<file path="src/rtl/axis_pattern_master.sv">
// -----------------------------------------------------------------------------
// axis_pattern_master
//   AXI4-Stream source. A start pulse in IDLE launches one packet of pkt_len
//   beats. The data begins at seed and increments by one on every accepted
//   beat. TLAST marks the final beat, and backpressure through TREADY is
//   honoured.
//
// Ports
//   M_AXIS_ACLK     clock, rising edge
//   M_AXIS_ARESETN  asynchronous reset, active low; clears every output
//   start           request one packet (sampled only in IDLE)
//   pkt_len         beats in the packet, captured with an accepted start
//   seed            data of the first beat, captured with an accepted start
//   M_AXIS_TVALID   beat valid
//   M_AXIS_TDATA    beat data
//   M_AXIS_TSTRB    byte qualifiers, all ones while TVALID is high
//   M_AXIS_TLAST    final beat of the packet
//   M_AXIS_TREADY   sink ready
//   busy            packet in progress
//   done            one-cycle pulse after the final beat is accepted
//   pkt_count       completed packets, wraps
// -----------------------------------------------------------------------------
module axis_pattern_master #(
  parameter int C_M_AXIS_TDATA_WIDTH = 32,
  parameter int C_LEN_WIDTH          = 16,
  parameter int C_CNT_WIDTH          = 16
) (
  input  logic                              M_AXIS_ACLK,
  input  logic                              M_AXIS_ARESETN,
  input  logic                              start,
  input  logic [C_LEN_WIDTH-1:0]            pkt_len,
  input  logic [C_M_AXIS_TDATA_WIDTH-1:0]   seed,
  output logic                              M_AXIS_TVALID,
  output logic [C_M_AXIS_TDATA_WIDTH-1:0]   M_AXIS_TDATA,
  output logic [C_M_AXIS_TDATA_WIDTH/8-1:0] M_AXIS_TSTRB,
  output logic                              M_AXIS_TLAST,
  input  logic                              M_AXIS_TREADY,
  output logic                              busy,
  output logic                              done,
  output logic [C_CNT_WIDTH-1:0]            pkt_count
);

  localparam int DW = C_M_AXIS_TDATA_WIDTH;
  localparam int SW = C_M_AXIS_TDATA_WIDTH / 8;
  localparam int LW = C_LEN_WIDTH;
  localparam int CW = C_CNT_WIDTH;

  typedef enum logic {S_IDLE = 1'b0, S_STREAM = 1'b1} state_t;

  state_t state, state_nxt;

  // registered outputs and their next values
  logic          tvalid_q, tvalid_nxt;
  logic [DW-1:0] tdata_q,  tdata_nxt;
  logic [SW-1:0] tstrb_q,  tstrb_nxt;
  logic          tlast_q,  tlast_nxt;
  logic          busy_q,   busy_nxt;
  logic          done_q,   done_nxt;
  logic [CW-1:0] pcnt_q,   pcnt_nxt;

  // packet bookkeeping: index of the beat currently on the bus, and the
  // captured length so that later changes to pkt_len cannot disturb it
  logic [LW-1:0] beat_q,   beat_nxt;
  logic [LW-1:0] len_q,    len_nxt;

  logic          accept;
  logic          xfer;
  logic [LW-1:0] beat_inc;
  logic [LW-1:0] last_idx;

  // a zero-length request is dropped here, so STREAM never sees len_q == 0
  assign accept   = (state == S_IDLE) && start && (pkt_len != '0);
  assign xfer     = tvalid_q && M_AXIS_TREADY;
  assign beat_inc = beat_q + LW'(1);
  assign last_idx = len_q - LW'(1);

  // ---------------------------------------------------------------------------
  // state register
  // ---------------------------------------------------------------------------
  always_ff @(posedge M_AXIS_ACLK or negedge M_AXIS_ARESETN) begin
    if (!M_AXIS_ARESETN) state <= S_IDLE;
    else                 state <= state_nxt;
  end

  // ---------------------------------------------------------------------------
  // next-state logic
  // ---------------------------------------------------------------------------
  always_comb begin
    state_nxt = state;
    case (state)
      S_IDLE:   if (accept)            state_nxt = S_STREAM;
      S_STREAM: if (xfer && tlast_q)   state_nxt = S_IDLE;
      default:                         state_nxt = S_IDLE;
    endcase
  end

  // ---------------------------------------------------------------------------
  // output / datapath next values. Every output is computed here and then
  // registered, so TREADY never reaches a port combinationally.
  // ---------------------------------------------------------------------------
  always_comb begin
    tvalid_nxt = tvalid_q;
    tdata_nxt  = tdata_q;   // TDATA also holds through idle gaps
    tstrb_nxt  = tstrb_q;
    tlast_nxt  = tlast_q;
    busy_nxt   = busy_q;
    done_nxt   = 1'b0;
    pcnt_nxt   = pcnt_q;
    beat_nxt   = beat_q;
    len_nxt    = len_q;
    case (state)
      S_IDLE: begin
        if (accept) begin
          tvalid_nxt = 1'b1;
          tdata_nxt  = seed;
          tstrb_nxt  = '1;
          tlast_nxt  = (pkt_len == LW'(1));
          busy_nxt   = 1'b1;
          beat_nxt   = '0;
          len_nxt    = pkt_len;
        end
      end
      S_STREAM: begin
        if (xfer) begin
          if (tlast_q) begin
            tvalid_nxt = 1'b0;
            tstrb_nxt  = '0;
            tlast_nxt  = 1'b0;
            busy_nxt   = 1'b0;
            done_nxt   = 1'b1;
            pcnt_nxt   = pcnt_q + CW'(1);
            beat_nxt   = '0;
          end else begin
            tdata_nxt  = tdata_q + DW'(1);
            beat_nxt   = beat_inc;
            // raise TLAST as the last index is presented, not when it transfers
            tlast_nxt  = (beat_inc == last_idx);
          end
        end
      end
      default: ;
    endcase
  end

  // ---------------------------------------------------------------------------
  // output / datapath registers
  // ---------------------------------------------------------------------------
  always_ff @(posedge M_AXIS_ACLK or negedge M_AXIS_ARESETN) begin
    if (!M_AXIS_ARESETN) begin
      tvalid_q <= 1'b0;
      tdata_q  <= '0;
      tstrb_q  <= '0;
      tlast_q  <= 1'b0;
      busy_q   <= 1'b0;
      done_q   <= 1'b0;
      pcnt_q   <= '0;
      beat_q   <= '0;
      len_q    <= '0;
    end else begin
      tvalid_q <= tvalid_nxt;
      tdata_q  <= tdata_nxt;
      tstrb_q  <= tstrb_nxt;
      tlast_q  <= tlast_nxt;
      busy_q   <= busy_nxt;
      done_q   <= done_nxt;
      pcnt_q   <= pcnt_nxt;
      beat_q   <= beat_nxt;
      len_q    <= len_nxt;
    end
  end

  assign M_AXIS_TVALID = tvalid_q;
  assign M_AXIS_TDATA  = tdata_q;
  assign M_AXIS_TSTRB  = tstrb_q;
  assign M_AXIS_TLAST  = tlast_q;
  assign busy          = busy_q;
  assign done          = done_q;
  assign pkt_count     = pcnt_q;

endmodule
</file>
<file path="config.mk">
export PLATFORM = sky130hd
export DESIGN_NAME = axis_pattern_master
export DESIGN_NICKNAME = d
export VERILOG_FILES = /design/src/rtl/axis_pattern_master.sv
export SDC_FILE = /design/constraint.sdc
export NUM_CORES = 1
export LEC_CHECK = 0
export CAP_MARGIN = 15
export CORE_ASPECT_RATIO = 1.4
export CORE_UTILIZATION = 51
export DETAILED_ROUTE_END_ITERATION = 10
export GPL_TIMING_DRIVEN = 0
export PLACE_DENSITY = 0.84
export SYNTH_ARGS = -nofsm -noshare
export SYNTH_HDL_FRONTEND = slang
export SYNTH_SLANG_ARGS = --single-unit
</file>
<file path="constraint.sdc">
create_clock -name M_AXIS_ACLK -period 3.5 [get_ports M_AXIS_ACLK]
set_clock_uncertainty 0.15 [all_clocks]
set_input_delay 1.05 -clock M_AXIS_ACLK [delete_from_list [all_inputs] [get_ports M_AXIS_ACLK]]
set_output_delay 1.05 -clock M_AXIS_ACLK [all_outputs]
set_load 0.02 [all_outputs]
</file>
==> flow_summary.toml <==
[outcome]
status = "complete, no violations"

[die]
io_pins = 108
die_y_um = 119
design.die.area_sq_um = 10200
core-area_sq_um = 9460
rows = 42
start_util_pct = 52.6
dieWidth_um = 85.5

[global_route]
overflow = 0
grt_max_degree = 62
grt_pass1_wl_mm = 23.0
grt_antenna_before_repair = 0
grt_pass1_vias = 4912
grt_use_total_pct = 29.0

[placement]
hpwl_mm = 10.5
port_buffers = 107
gp_congestion = 0.922

[drt]
drtAntennaViolNets = 0
wl_met3_um = 868
wl_per_cell_um = 18.0
wl_met2_mm = 7.55
dr.max_layer_used = "met4"
drt-total-wl_mm = 14.3
drtIter0Drc = 260
drc = 0
wl_met1_mm = 5.46
dr.pass1.iters = 6
vias = 4890
viasPerCell = 6.15

[timing]
slew_viol_final = 0
finalSetupTns_ps = 0
grt_setup_unrepaired = "false"
min_period_over_period_pct = 94.8
max_freq_ghz = 0.301
final_hold_viol_count = 0
max-slew-margin-rel_pct = 50.6
setup_viol = 0
finalCriticalPeriod_ps = 3320
tightest_slew_ps = 735

[logic_synthesis]
synth-seq-cells = 84
syn-num-nets = 618
syn_area_per_cell_sq_um = 8.86
synth.yosys.seq_area_share_pct = 42.2
async_flop_share_pct = 100
synthFlopType = "dfrtp_1"
yosysWarningCount = 0
synth_edf_count = 0
syn-cell-area_sq_um = 4980
ys_types = 50
syn_inst = 562

[clock_network]
cts.sinks = 84
post_cts_buffers = 0
cts_tree = "done"
root_buffer = "clkbuf_16"
max-clock-path-buffers = 2
h-tree-depth = 3
cts_made_buffers = 9
clkLatencyLatePin_ps = 350
clkTransAtPathRegs_ps = 60

[pwr]
p_per_area_nw_per_um2 = 715
p_leak_nw = 2.69
peakVddDrop_v = 0.000418

[setup_path]
worstPathCellList = "clkdlybuf4s50_1, nor4_1, nand4_1, o21ai_2, nand2_2, clkbuf_2, buf_2, o22ai_1, a21oi_1"
worstSetupPathType = "input port to flop"
cp_num_buf_inv = 3
endpoint_kind = "flop"
max_stage_delay_ps = 440
worst-path-stages = 9
crit_family = "buffers and inverters"
start_kind = "input port"
worst_path_max_delay_cell = "clkdlybuf4s50_1"
crit_required_ps = 3550
reg2regPathDepth = 8
worstPathMaxFanout = 11
arrival_ps = 3370

[finish]
layout_common_cells = "clkdlybuf4s50_1, dfrtp_1, nor2_1"
utilization_pct = 68.9
nNetsFinal = 736
final_common_cell = "clkdlybuf4s50_1"
area_growth_pct = 31.0
num_antenna_cells = 0
drive_gt1_share_pct = 8.61

[flow_run]
drv_cap = 0

[worst_hold_path]
hold_path.class = "flop to flop"
hold_path_depth = 1
[kinds of logic (layout without fill, tap and decap cells)]
group	Yosys count	in the layout	share of synthesized area, %
mux	20	20	4.35
buf+inv	40	163	3.44
simple gates	248	248	24.2
xor+xnor	54	54	9.78
flops	84	84	42.2
fa+ha+maj	4	4	1.01
compound gates	112	112	15.1
[layout make-up]
type                    count  area, sq um
well taps                 110          138
inverters                   8         30.0
plain buffers              31          144
flip-flops and latches     84         2100
clock buffers               9          225
multi-input cells         438         2710
clock inverters             7         73.8
fillers                   722         2940
repair buffers            108         1100
[routing by layer]
metal	GRT usage [%]	vias to the layer above
met5	0	-
li1	-	2269
met2	50.6	230
met4	16.8	0
met3	5.54	42
met1	32.6	2349
[registers in the layout, summed over array words and instances, names as in the netlist]
register      cells
M_AXIS_TLAST      1
done              1
M_AXIS_TSTRB      1
state             1
len_q            16
M_AXIS_TDATA     32
beat_q           16
pkt_count        16
[repair_timing]
item	4_1_cts	5_1_grt
hold buffers	0	0
setup endpoints to repair	16	36
gates resized for setup	4	4
[through the flow]
| stage | hold WS (ps) | worst slack [ps] | std cells | power (mW) | area, sq um |
|---|---|---|---|---|---|
| after global routing | 339 | 40.9 | 795 | 4.91 | 6520 |
| after floorplan | 318 | 608 | 562 | 2.88 | 4980 |
| after CTS | 327 | 21.4 | 795 | 4.65 | 6510 |
| final | 325 | 182 | 795 | 4.66 | 6520 |
| after global placement | 312 | -1820 | 779 | 3.57 | 6190 |
| after detailed placement | 312 | -762 | 780 | 3.66 | 6210 |
[where the power goes]
part	internal, mW	total, mW	switching, mW	leakage (nW)
Combinational	0.969	2.08	1.11	1.45
Sequential	1.23	1.61	0.375	1.09
Clock	0.557	0.974	0.417	0.146
Total	2.76	4.66	1.90	2.69
[worst paths after layout]
path / start / end / slack, ps
min in group asynchronous: M_AXIS_ARESETN / M_AXIS_TDATA[18]$_DFFE_PN0P_ / 460
worst max register to register: beat_q[0]$_DFFE_PN0P_ / M_AXIS_TLAST$_DFFE_PN0P_ / 570
worst min-delay path: pkt_count[15]$_DFFE_PN0P_ / pkt_count[15]$_DFFE_PN0P_ / 330
max in group asynchronous: M_AXIS_ARESETN / M_AXIS_TDATA[23]$_DFFE_PN0P_ / 2140
worst max-delay path: pkt_len[10] / M_AXIS_TDATA[5]$_DFFE_PN0P_ / 180
worst min register to register: pkt_count[15]$_DFFE_PN0P_ / pkt_count[15]$_DFFE_PN0P_ / 330
[Yosys cell counts, types with 2 or more instances]
cell type	number	area [sq um]
and3_1	15	93.8
and2_1	5	31.3
dfrtp_1	84	2100
o221a_2	4	45.0
and2_0	2	12.5
a221oi_1	17	149
a21oi_1	18	90.1
o2111ai_1	2	17.5
xor2_1	12	105
nor4_1	10	62.6
nand2_1	59	221
a31oi_1	2	12.5
buf_1	3	11.3
a31o_2	3	26.3
nand3_1	35	175
or3_1	2	12.5
o41ai_1	2	17.5
nor2_1	78	293
and4_1	2	17.5
or2_2	3	18.8
nand2b_1	2	12.5
clkbuf_1	22	82.6
nand4_1	17	106
buf_2	2	10.0
o21ai_0	35	175
buf_4	5	37.5
o22ai_1	11	68.8
ha_1	4	50.1
a21o_1	6	45.0
nor3_1	11	55.1
mux2i_1	7	70.1
xnor2_1	41	359
inv_1	8	30.0
mux2_2	13	146
o31ai_1	5	37.5
(Power assumes the default switching activity.)
